--- config.mk ---
export PLATFORM = sky130hd
export DESIGN_NAME = byte_word_assembler_flat
export DESIGN_NICKNAME = d
export VERILOG_FILES = /design/src/rtl/byte_word_assembler_if.sv /design/src/rtl/byte_word_assembler.sv /design/src/flat_wrapper.sv
export SDC_FILE = /design/constraint.sdc
export NUM_CORES = 1
export LEC_CHECK = 0
export BUFFER_PORTS_ARGS = -buffer_cell sky130_fd_sc_hd__buf_2
export CAP_MARGIN = 10
export CORE_MARGIN = 4
export CORE_UTILIZATION = 50
export CTS_CLUSTER_SIZE = 24
export DETAILED_ROUTE_END_ITERATION = 6
export PLACE_DENSITY = 0.74
export SYNTH_ARGS = -nofsm -noshare
export SYNTH_HDL_FRONTEND = slang
export SYNTH_SLANG_ARGS = --single-unit
--- constraint.sdc ---
create_clock -name clk -period 1.81 [get_ports clk]
set_input_delay 0.362 -clock clk [delete_from_list [all_inputs] [get_ports clk]]
set_output_delay 0.362 -clock clk [all_outputs]
set_load 0.01 [all_outputs]
--- src/rtl/byte_word_assembler_if.sv ---
// rtl/byte_word_assembler_if.sv - byte stream in / assembled word out bundle for byte_word_assembler
//
// Purpose: groups the UART byte strobe, the arm/abort level and the word
// valid/ready handshake with its status outputs.
// Ports (signals):
//   enable, rx_ready, rx_data, word_ready          driven by the master side
//   word_out, word_valid, busy, end_of_stream,
//   err_timeout, err_overrun, word_count           driven by the assembler (slave)
interface byte_word_assembler_if #(
    parameter int DATA_W = 10,
    parameter int CNT_W  = 16
);
    logic              enable;
    logic              rx_ready;
    logic [7:0]        rx_data;
    logic [DATA_W-1:0] word_out;
    logic              word_valid;
    logic              word_ready;
    logic              busy;
    logic              end_of_stream;
    logic              err_timeout;
    logic              err_overrun;
    logic [CNT_W-1:0]  word_count;

    modport master (
        output enable, rx_ready, rx_data, word_ready,
        input  word_out, word_valid, busy, end_of_stream,
               err_timeout, err_overrun, word_count
    );

    modport slave (
        input  enable, rx_ready, rx_data, word_ready,
        output word_out, word_valid, busy, end_of_stream,
               err_timeout, err_overrun, word_count
    );
endinterface

--- src/rtl/byte_word_assembler.sv ---
// rtl/byte_word_assembler.sv - gathers little-endian UART bytes into DATA_W-bit words
//
// Purpose: collects BYTES_PER_WORD bytes per word, presents the word on a
// valid/ready output, stops on an end-of-stream marker byte, discards stalled
// partial words after TIMEOUT_CYCLES idle cycles and flags dropped words.
// Ports:
//   clk      rising-edge clock
//   reset_n  asynchronous active-low reset
//   bus      byte_word_assembler_if.slave (byte input, word output, status)
module byte_word_assembler #(
    parameter int         DATA_W         = 10,
    parameter logic [7:0] END_BYTE       = 8'hFF,
    parameter int         TIMEOUT_CYCLES = 100000,
    parameter int         CNT_W          = 16
) (
    input  logic                clk,
    input  logic                reset_n,
    byte_word_assembler_if.slave bus
);
    localparam int BYTES_PER_WORD = (DATA_W + 7) / 8;
    localparam int IDX_W          = (BYTES_PER_WORD > 1) ? $clog2(BYTES_PER_WORD) : 1;
    localparam int ACC_BYTES      = (BYTES_PER_WORD > 1) ? BYTES_PER_WORD - 1 : 1;
    localparam int ACC_W          = 8 * ACC_BYTES;
    localparam int TO_W           = $clog2(TIMEOUT_CYCLES + 1);
    localparam logic [IDX_W-1:0] LAST_IDX = IDX_W'(BYTES_PER_WORD - 1);
    localparam logic [TO_W-1:0]  TO_LAST  = TO_W'(TIMEOUT_CYCLES - 1);

    typedef enum logic [1:0] {
        S_IDLE,
        S_COLLECT,
        S_END_HOLD
    } state_t;

    state_t            state_q, state_d;
    logic [IDX_W-1:0]  idx_q, idx_d;
    logic [TO_W-1:0]   tcnt_q, tcnt_d;
    logic [ACC_W-1:0]  acc_q, acc_d;
    logic [DATA_W-1:0] word_q, word_d;
    logic              valid_q, valid_d;
    logic [CNT_W-1:0]  cnt_q, cnt_d;
    logic              err_to_q, err_to_d;
    logic              err_ov_q, err_ov_d;
    logic              store;
    logic [DATA_W-1:0] cand;

    // Earlier bytes are shifted in from the top, so once the final byte
    // arrives byte 0 sits in the least-significant position of acc_q.
    assign cand = (BYTES_PER_WORD == 1) ? DATA_W'(bus.rx_data)
                                        : DATA_W'({bus.rx_data, acc_q});

    assign store = bus.enable && bus.rx_ready && (state_q != S_END_HOLD);

    always_comb begin
        state_d  = state_q;
        idx_d    = idx_q;
        tcnt_d   = tcnt_q;
        acc_d    = acc_q;
        word_d   = word_q;
        valid_d  = valid_q;
        cnt_d    = cnt_q;
        err_to_d = 1'b0;
        err_ov_d = 1'b0;

        if (valid_q && bus.word_ready) begin
            valid_d = 1'b0;
            cnt_d   = cnt_q + 1'b1;
        end

        case (state_q)
            S_END_HOLD: begin
                if (!bus.enable) begin
                    state_d = S_IDLE;
                end
            end
            S_COLLECT: begin
                if (!bus.enable) begin
                    state_d = S_IDLE;
                    idx_d   = '0;
                    tcnt_d  = '0;
                end else if (!bus.rx_ready && idx_q != '0) begin
                    if (tcnt_q == TO_LAST) begin
                        err_to_d = 1'b1;
                        idx_d    = '0;
                        tcnt_d   = '0;
                    end else begin
                        tcnt_d = tcnt_q + 1'b1;
                    end
                end
            end
            default: ;
        endcase

        if (store) begin
            tcnt_d  = '0;
            state_d = S_COLLECT;
            if (idx_q == LAST_IDX) begin
                idx_d = '0;
                if (bus.rx_data == END_BYTE) begin
                    state_d = S_END_HOLD;
                end else if (!valid_q || bus.word_ready) begin
                    // A same-cycle accept frees the register for the new word.
                    word_d  = cand;
                    valid_d = 1'b1;
                end else begin
                    err_ov_d = 1'b1;
                end
            end else begin
                acc_d = ACC_W'({bus.rx_data, acc_q} >> 8);
                idx_d = idx_q + 1'b1;
            end
        end
    end

    always_ff @(posedge clk or negedge reset_n) begin
        if (!reset_n) begin
            state_q  <= S_IDLE;
            idx_q    <= '0;
            tcnt_q   <= '0;
            acc_q    <= '0;
            word_q   <= '0;
            valid_q  <= 1'b0;
            cnt_q    <= '0;
            err_to_q <= 1'b0;
            err_ov_q <= 1'b0;
        end else begin
            state_q  <= state_d;
            idx_q    <= idx_d;
            tcnt_q   <= tcnt_d;
            acc_q    <= acc_d;
            word_q   <= word_d;
            valid_q  <= valid_d;
            cnt_q    <= cnt_d;
            err_to_q <= err_to_d;
            err_ov_q <= err_ov_d;
        end
    end

    assign bus.word_out      = word_q;
    assign bus.word_valid    = valid_q;
    assign bus.word_count    = cnt_q;
    assign bus.err_timeout   = err_to_q;
    assign bus.err_overrun   = err_ov_q;
    assign bus.end_of_stream = (state_q == S_END_HOLD);
    assign bus.busy          = (state_q != S_IDLE) || valid_q;
endmodule

--- src/flat_wrapper.sv ---
// flat-port wrapper written by rule: the top's interface ports become plain ports
module byte_word_assembler_flat 
#(
    parameter int         DATA_W         = 10,
    parameter logic [7:0] END_BYTE       = 8'hFF,
    parameter int         TIMEOUT_CYCLES = 100000,
    parameter int         CNT_W          = 16
)
  (clk, reset_n, bus_enable, bus_rx_ready, bus_rx_data, bus_word_ready, bus_word_out, bus_word_valid, bus_busy, bus_end_of_stream, bus_err_timeout, bus_err_overrun, bus_word_count);
  byte_word_assembler_if #(.DATA_W(DATA_W), .CNT_W(CNT_W)) bus_i ();
  input  logic clk;
  input  logic reset_n;
  input wire logic [$bits(bus_i.enable)-1:0] bus_enable;
  input wire logic [$bits(bus_i.rx_ready)-1:0] bus_rx_ready;
  input wire logic [$bits(bus_i.rx_data)-1:0] bus_rx_data;
  input wire logic [$bits(bus_i.word_ready)-1:0] bus_word_ready;
  output wire logic [$bits(bus_i.word_out)-1:0] bus_word_out;
  output wire logic [$bits(bus_i.word_valid)-1:0] bus_word_valid;
  output wire logic [$bits(bus_i.busy)-1:0] bus_busy;
  output wire logic [$bits(bus_i.end_of_stream)-1:0] bus_end_of_stream;
  output wire logic [$bits(bus_i.err_timeout)-1:0] bus_err_timeout;
  output wire logic [$bits(bus_i.err_overrun)-1:0] bus_err_overrun;
  output wire logic [$bits(bus_i.word_count)-1:0] bus_word_count;
  assign bus_i.enable = bus_enable;
  assign bus_i.rx_ready = bus_rx_ready;
  assign bus_i.rx_data = bus_rx_data;
  assign bus_i.word_ready = bus_word_ready;
  assign bus_word_out = bus_i.word_out;
  assign bus_word_valid = bus_i.word_valid;
  assign bus_busy = bus_i.busy;
  assign bus_end_of_stream = bus_i.end_of_stream;
  assign bus_err_timeout = bus_i.err_timeout;
  assign bus_err_overrun = bus_i.err_overrun;
  assign bus_word_count = bus_i.word_count;
  byte_word_assembler #(.DATA_W(DATA_W), .END_BYTE(END_BYTE), .TIMEOUT_CYCLES(TIMEOUT_CYCLES), .CNT_W(CNT_W)) u_core (.clk(clk), .reset_n(reset_n), .bus(bus_i));
endmodule
==> results of run 1 <==
repair_timing:
| action | in CTS | in global routing |
|---|---|---|
| endpoints found under the hold margin | 20 | 0 |
| resized for setup | 2 | 18 |
| pin swaps | 0 | 9 |
| gates cloned | 0 | 0 |
| setup endpoints to repair | 4 | 35 |
| buffers inserted | 0 | 6 |
| hold buffers | 1 | 0 |
critical path, cell delays in order, from the launching register on:
cell and delay [ns]:
dfrtp_1 0.37, inv_2 0.05, ha_2 0.17, or2b_4 0.27
nor2_4 0.13, nand3b_1 0.11, nand2b_4 0.16, buf_4 0.16
mux2_2 0.27
per-layer routing:
layer / vias to the layer above / share of wire, %
met1: 983 / 45
met3: 7 / 5.5
met5: - / 0
met4: 0 / 1.1
li1: 970 / -
met2: 56 / 49
kinds of logic (layout without fill, tap and decap cells):
group / Yosys count / after routing / share of synthesized area (%)
AO/OA/AOI/OAI: 26 / 26 / 8.11
XOR/XNOR: 23 / 23 / 7.55
adder cells (fa/ha/maj): 5 / 5 / 2.34
buffers and inverters: 9 / 93 / 1.97
flip-flops: 57 / 57 / 53.4
multiplexers: 20 / 20 / 8.39
AND/OR/NAND/NOR: 89 / 89 / 18.2
worst paths after layout:
kind                                                   to                       from  slack [ns]  cells after the start
worst max-delay path               u_core.bus.word_out[5]          u_core.state_q[0]        0.02                      8
worst min-delay path                      u_core.acc_q[3]             bus_rx_data[3]        0.29                      2
worst max register to register     u_core.bus.word_out[5]          u_core.state_q[0]        0.02                      8
worst min register to register  u_core.bus.word_count[15]  u_core.bus.word_count[15]        0.47                      1
max in group asynchronous                u_core.tcnt_q[4]                    reset_n        0.71                      3
min in group asynchronous          u_core.bus.word_out[8]                    reset_n        0.54                      2
state kept, by name (all words and copies together), names as in the netlist:
register                flops
u_core.state_q              2
u_core.bus.word_count      16
u_core.acc_q                8
u_core.idx_q                1
u_core.tcnt_q              17
u_core.bus.err_timeout      1
u_core.bus.word_out        10
u_core.bus.err_overrun      1
u_core.bus.word_valid       1
synth_stat cells, types with 4 or more instances:
cell      count  share of area, %
nor3_1        6               1.1
ha_1          5               2.3
and3_1        5               1.2
o21ai_0       7               1.3
inv_1         4              0.56
nand2_1      19               2.7
nand2b_1      5               1.2
nor2_1       16               2.3
nand3_1      13               2.4
mux2_2       19               8.0
dfrtp_1      57                53
nand4_1       7               1.6
xnor2_1      12               3.9
xor2_1       11               3.6
metrics by stage:
stage	cell area (um^2)	utilization, %	hold slack (ns)
finish	3530	68.6	0.287
floorplan	2700	-	0.0664
detailed placement	3170	61.6	0.349
global route	3530	68.6	0.277
CTS	3410	66.4	0.268
global placement	3170	61.6	0.347
power by group through the flow:
stage | clock network, mW | logic [mW] | registers [mW]
after CTS | 1.38 | 0.744 | 1.65
final | 1.34 | 0.769 | 1.65
after floorplan | 0 | 0.345 | 1.72
after global placement | 0 | 0.717 | 1.66
after global routing | 1.44 | 0.837 | 1.67
after detailed placement | 0 | 0.738 | 1.67
cell type report:
type	instances	area (um^2)
Sequential cell	57	1430
Multi-Input combinational cell	163	1290
Tap cell	70	87.6
Fill cell	403	1610
Timing Repair Buffer	73	475
Clock buffer	12	155
Clock inverter	4	73.8
Inverter	4	15.0
==> results.md, run 1 <==
* Grt met2 use at a little under 30%
* Die Wd at just over 80 um
* Status: finished clean
* I/O pins at 44
* CP arrival at roughly 2.0 ns
* Comb pwr share at between 20% and 30%
* Max Cap Viol at 0
* RSZ-0062 raised after global routing: yes
* Layout net count at about 330
* Placed Cells at between 300 and 400
* Final setup violation count at 0
* Pre-CTS WS at -0.0249 ns
* Sequential share of power at between 40% and 50%
* Post-route ant nets at 0
* Max Freq at around 560 MHz
* Initial DRC count at 87
* Final worst-path cycle share at 98.7%
* GRT overflow at 0
* Detailed Routing Iterations Pass 1 at 5
* Vias per Instance at 5.26
* First-pass GRT wire length at between 9 and 10 mm
* DR WL/cell at 14.5 um
* Routed wire length at approximately 5.5 mm
* Synthesis-to-layout area growth at 32.2%
* Post-Syn Area at about 0.0027 mm^2
* M3 GR Usage at under 10%
* Clock group share of total power at approximately 36%
* Pwr/cell area at ~1100 mW/mm^2
* Met1 GRT Util at between 20 and 25%
* Peak VDD IR at 0.654 mV
* Avg Inst Size Synth at around 12 um^2
* Number of synthesized flops with an enable pin at 0
* Max-slew violation count at 0
* Hold WC Path Type: in2reg
* Post-synth top flop: dfrtp_1
* Placer Congestion at ~0.86
* Setup TNS at 0 ns
* # diodes at 0
* Sequential area share after synthesis at 53.4%
* Setup ws final at roughly 0.024 ns
* Clock Tree Root: clkbuf_8
* Htree depth at 3
* Layout cells sized above 1 at 42.5%
* Minimum clock period at about 1.8 ns
* Via count at just over 2000
* Leak at between 1.5 and 2 nW
* Detailed Place HPWL at between 4 and 5 mm
* Critical path data required time at 2.03 ns
* Hold Fails Final Rpt at 0
* Post-synth ARST share at between 90% and 100%
* Commonest non-fill, non-tap cell in the layout: dfrtp_1
* CP startpoint kind: register
* Port-buffer cells at 43
* Mapped Cells at around 230
* CTS tree: done
* Crit Path Class: reg2reg
* Sink Count at between 50 and 60
* # rows at 26
* Cell-internal power at 2.77 mW
* Initial antenna violation count at 0
* Nature of the critical path endpoint: register
* GRT Max-Usage Layer: met2
* Maximum buffer depth of the clock tree at 2
* Most frequent cells in the layout: dfrtp_1 (57), buf_2 (43), buf_4 (25), nand2_1 (18), nor2_1 (15)
* Starting Density at ~52%
* Power, Total at 3.76 mW
* Vias in the first global route at a little under 2000
* Actual slew at the worst max-slew pin at roughly 0.5 ns
* Die Y at 81.1 um
* Clock Pin Slew Worst Setup and Hold Paths at ~0.070 ns
* Core area at 0.00514 mm^2
* CTS Buf Count at 9
* Worst skew pair latency at 0.33 ns
* Fin cells at around 380
* Switching share of power at around a quarter
* Largest net degree at the start of global routing at 38
* GR Util All Layers at a little under a fifth
* P_sw at slightly below 1 mW
* CP max FO at 5
* Die ar. at ~0.0066 mm^2
* Worst slew margin at about 67%
* DRC at 0
* Number of synthesized register bits at 57
* Syn. warnings at 0
* Count of different cell masters after synthesis at 43
* Syn_nets at about 250
* Worst Skew at slightly below 0.007 ns
(Power assumes the default switching activity.)
==> run 2: changes to the inputs <==
CORE_ASPECT_RATIO = 0.75   (was unset)
SKIP_LAST_GASP = 1   (was unset)
==> run 2 against run 1 <==
Clock power decreased by 13%. Non-clock buffer count decreased by 5. Clock-buffer cell count decreased by 1. Sequential share of layout area increased by 1.1 points. Largest cell class unchanged. Highest routed layer unchanged.
==> results.md, run 2 (same netlist as run 1, synthesis figures left out) <==
* Port-buffer cells at 43
* CP startpoint kind: register
* CP bufs+invs at 1
* Max Freq at about 560 MHz
* Final worst-path cycle share at a little over nine tenths
* Pre-CTS WS at -0.0306 ns
* Detailed Place HPWL at a little under 4 mm
* CTS Buf Count at 9
* Final setup violation count at 0
* CP arrival at around 2.0 ns
* Placer Congestion at 0.932
* CP delay by family, top: simple AND/OR/NAND/NOR gates
* Crit Path Class: reg2reg
* Hold WC Path Type: in2async
* Vias in the first global route at 1952
* Via count at approximately 2000
* Post-route ant nets at 0
* Die ar. at 0.00658 mm^2
* Worst Skew at around 0.009 ns
* Most frequent cells in the layout: dfrtp_1 (57), buf_2 (43), buf_4 (21), nand2_1 (19), nor2_1 (15)
* CTS tree: done
* Initial DRC count at between 80 and 90
* Hold Fails Final Rpt at 0
* Largest net degree at the start of global routing at 32
* Commonest non-fill, non-tap cell in the layout: dfrtp_1
* Vias per Instance at a little over 5
* Clock Pin Slew Worst Setup and Hold Paths at around 0.070 ns
* Layout net count at between 300 and 400
* Max-slew violation count at 0
* Die Wd at slightly above 90 um
* Initial antenna violation count at 0
* Peak VDD IR at 0.914 mV
* Status: finished clean
* Max stage delay on crit path at around 0.42 ns
* Htree depth at 3
* Pwr/cell area at roughly 1000 mW/mm^2
* Flip-flop count of the largest register after layout at 17
* Setup ws final at 0.0228 ns
* CP max FO at 8
* GR Util All Layers at ~18%
* Fillers at between 300 and 400
* Nature of the critical path endpoint: register
* Max Cap Viol at 0
* Largest Register: u_core.tcnt_q
* Clock Tree Root: clkbuf_8
* Minimum clock period at ~1.8 ns
* Critical path data required time at between 2 and 2.5 ns
* Detailed Routing Iterations Pass 1 at 4
* Layout cells sized above 1 at 40.6%
* FF-to-FF path depth at 6
* R2R Setup Slk at between 0.02 and 0.025 ns
* Core area at about 0.005 mm^2
* GRT overflow at 0
* Leak at 1.63 nW
* Setup TNS at 0 ns
* Synthesis-to-layout area growth at 28.7%
* First-pass GRT wire length at 9.43 mm
* # diodes at 0
* Critical Path, Cell by Cell: ha_4 > or2b_4 > or2_4 > nor2_4 > buf_12 > mux2_4
* # hold bufs at CTS at 0
* Starting Density at 53.0%
* Util after Layout at between 60% and 70%
* DR WL/cell at between 10 and 15 um
* I/O pins at 44
* RSZ-0062 raised after global routing: yes
* Routed wire length at 5.45 mm
* Critical path's slowest cell: dfrtp_1
* Worst flop-to-flop path endpoint: u_core.acc_q[7]
* Reg2reg start: u_core.state_q[1]
* Sink Count at 57
* Worst skew pair latency at about 0.34 ns
* Die Y at 71.3 um
* Worst slew margin at roughly 73%
* Maximum buffer depth of the clock tree at 2
* DRC at 0
* Actual slew at the worst max-slew pin at around 0.4 ns
* # rows at 22
## run 2: changes by cell type in the layout (fill, tap and decap cells not counted), moves of 2 or more
| cell | change |
|---|---|
| clkinvlp_4 | +2 |
| buf_4 | -4 |
| o21ai_1 | -2 |
| o21ai_0 | +2 |
| ha_1 | +2 |
| ha_2 | -3 |
## run 2: routing by layer
layer	routed length, um	track usage (%)	vias to the layer above
met5	0	0	-
met4	52	4.45	0
met2	2430	26.7	39
li1	-	-	967
met1	2720	25.8	953
met3	255	7.24	6
## run 2: per-stage QoR
| stage | total power, mW | cells | hold slack (ns) | area [um^2] |
|---|---|---|---|---|
| final | 3.56 | 380 | 0.0197 | 3430 |
| after global routing | 3.77 | 380 | 0.0384 | 3430 |
| after CTS | 3.58 | 377 | 0.0237 | 3360 |
| after detailed placement | 2.40 | 361 | 0.391 | 3150 |
| after global placement | 2.38 | 361 | 0.397 | 3150 |
| after floorplan | 2.07 | 229 | 0.0664 | 2700 |
## run 2: how the worst max path moves through the flow
stage                           start                 to  slack (ns)  cells after the start
global route        u_core.state_q[1]   u_core.tcnt_q[8]       -0.05                      8
floorplan           u_core.state_q[0]    u_core.acc_q[0]       -0.11                      7
detailed placement  u_core.state_q[0]   u_core.tcnt_q[8]       -0.03                      9
CTS                  u_core.tcnt_q[1]  u_core.tcnt_q[11]      -0.006                      7
finish              u_core.state_q[1]    u_core.acc_q[7]        0.02                      6
global placement     u_core.tcnt_q[1]       u_core.idx_q        0.03                      7
## run 2: what timing repair did
action,4_1_cts,5_1_grt
gates resized for setup,4,12
setup buffers,0,4
setup endpoints to repair,29,34
hold endpoints to repair,0,0
pin swaps,1,7
## run 2: power breakdown
part           total [mW]  leakage (nW)  switching, mW  internal (mW)
registers            1.64         0.746          0.146           1.49
clock network        1.17        0.0953          0.501          0.668
logic               0.748         0.792          0.338          0.410
## run 2: area by class of cell
type | instances | area, um^2 | area share, %
repair buffers | 68 | 427 | 12.4
inverters | 4 | 15.0 | 0.437
clock inverters | 5 | 55.1 | 1.60
flip-flops and latches | 57 | 1430 | 41.5
clock buffers | 11 | 141 | 4.12
well taps | 72 | 90.1 | 2.62
multi-input cells | 163 | 1280 | 37.3
==> run 3: changes to the inputs <==
HOLD_SLACK_MARGIN = 0.08   (was unset)
TNS_END_PERCENT = 10   (was unset)
==> run 3 against run 2 <==
The flow now finishes with violations (negative setup slack). Wire length is 0.55% lower. Sequential share of layout area is 0.44 points higher. Worst setup slack worse by 0.028 ns. Largest cell class unchanged. Clock power hardly changed. Utilization is 0.72 points lower.
==> results.md, run 3 (same netlist as run 1, synthesis figures left out) <==
* Maximum buffer depth of the clock tree at 2
* CP startpoint kind: register
* Cell-internal power at 2.57 mW
* Largest net degree at the start of global routing at 32
* Max-slew violation count at 0
* Die Y at 71.3 um
* Most frequent cells in the layout: dfrtp_1 (57), buf_2 (43), nand2_1 (19), buf_4 (19), nor2_1 (15)
* GRT Max-Usage Layer: met2
* Hold WC Path Type: in2reg
* Die ar. at ~0.0066 mm^2
* CTS Buf Count at 9
* Largest Register: u_core.tcnt_q
* Sequential share of power at roughly 46%
* Die Wd at a little over 90 um
* Initial antenna violation count at 0
* GRT overflow at 0
* P_sw at 0.982 mW
* CP max FO at 8
* Initial DRC count at between 70 and 80
* Worst Skew at ~0.0093 ns
* Leak at around 1.6 nW
* Starting Density at ~53%
* Sink Count at 57
* Clock Tree Root: clkbuf_8
* CP arrival at 2.08 ns
* Detailed Place HPWL at around 4 mm
* Final setup violation count at 1
* First-pass GRT wire length at approximately 9.4 mm
* Vias per Instance at 5.15
* M3 GR Usage at under 10%
* Nature of the critical path endpoint: register
* Switching share of power at 27.7%
* Core area at roughly 0.005 mm^2
* Crit Path Class: reg2reg
* I/O pins at 44
* Failing checks: negative setup slack
* Critical path data required time at approximately 2.1 ns
* Actual slew at the worst max-slew pin at approximately 0.40 ns
* Worst slew margin at between 70% and 80%
* Minimum clock period at approximately 1.8 ns
* Worst skew pair latency at about 0.34 ns
* Grt met2 use at roughly a quarter
* Post-route ant nets at 0
* CTS tree: done
* DRC at 0
* Flip-flop count of the largest register after layout at 17
* Layout net count at approximately 320
* Placer Congestion at slightly above 0.9
* Power, Total at between 3 and 4 mW
* Htree depth at 3
* Final worst-path cycle share at 100%
* Hold Fails Final Rpt at 0
* Util after Layout at about two thirds
* Setup ws final at -0.00512 ns
* Layout cells sized above 1 at 38.6%
* Port-buffer cells at between 40 and 50
* # rows at 22
* Vias in the first global route at 1955
* Via count at between 1500 and 2000
* # diodes at 0
* Status: finished with violations
* Comb pwr share at between 20% and 30%
* Clock Pin Slew Worst Setup and Hold Paths at ~0.070 ns
* Pwr/cell area at around 1000 mW/mm^2
* Clock group share of total power at ~33%
* GR Util All Layers at around 18%
* Max Freq at 551 MHz
* Max Cap Viol at 0
* Detailed Routing Iterations Pass 1 at 4
* Synthesis-to-layout area growth at 27.3%
* DR WL/cell at ~14 um
* Pre-CTS WS at -0.0306 ns
* Commonest non-fill, non-tap cell in the layout: dfrtp_1
* Routed wire length at roughly 5.4 mm
* Peak VDD IR at 0.914 mV
* RSZ-0062 raised after global routing: yes
* Met1 GRT Util at around 26%
run 3: cell types whose count changed in the layout (fill, tap and decap cells not counted), sizes merged:
| cell | delta |
|---|---|
| buf | -3 |
| dlygate4sd3 | +1 |
run 3: cell type report:
type / instances / area (um^2)
clock buffer: 11 / 141
clock inverter: 5 / 55.1
fill: 392 / 1640
inverter: 4 / 15.0
multi-input combinational: 163 / 1260
sequential: 57 / 1430
tap: 72 / 90.1
timing repair buffer: 66 / 414
run 3: power groups by stage:
| stage | Clock (mW) | Combinational (mW) | Sequential [mW] |
|---|---|---|---|
| global placement | 0 | 0.723 | 1.66 |
| finish | 1.17 | 0.741 | 1.64 |
| detailed placement | 0 | 0.737 | 1.66 |
| global route | 1.26 | 0.810 | 1.68 |
| CTS | 1.20 | 0.743 | 1.64 |
| floorplan | 0 | 0.345 | 1.72 |
run 3: stage by stage:
| stage | instances | hold WS (ns) | area [um^2] | setup TNS (ns) |
|---|---|---|---|---|
| after floorplan | 229 | 0.0664 | 2700 | -0.879 |
| after global placement | 361 | 0.397 | 3150 | 0 |
| after detailed placement | 361 | 0.391 | 3150 | -0.0663 |
| after CTS | 378 | 0.253 | 3360 | -0.00955 |
| after global routing | 378 | 0.253 | 3400 | -1.39 |
| final | 378 | 0.267 | 3400 | -0.00512 |
run 3: critical path, stage by stage, from the launching register on:
cell	delay [ns]
dfrtp_1	0.40
ha_1	0.20
and4_4	0.20
and4_1	0.23
a31o_4	0.25
and2_1	0.17
buf_4	0.17
nor2_1	0.12
run 3: final timing paths:
kind	start	end	slack, ns	cells past startpoint
hold / removal	bus_rx_data[3]	u_core.acc_q[3]	0.27	2
min in group asynchronous	reset_n	u_core.bus.word_count[3]	0.56	3
hold reg to reg	u_core.bus.word_count[15]	u_core.bus.word_count[15]	0.46	1
max in group asynchronous	reset_n	u_core.tcnt_q[16]	0.94	3
setup reg to reg	u_core.tcnt_q[1]	u_core.tcnt_q[11]	-0.005	7
setup / recovery	u_core.tcnt_q[1]	u_core.tcnt_q[11]	-0.005	7
run 3: routing by layer:
layer / vias up / share of wire (%)
met5: - / 0
met4: 0 / 0.94
met3: 6 / 5.1
met2: 41 / 44
met1: 938 / 50
li1: 961 / -
run 3: timing repair:
action,CTS,global route
pin swaps,1,0
hold buffers,1,0
setup buffers,0,0
setup endpoints to repair,29,34
hold endpoints to repair,57,0
gates resized for setup,3,7
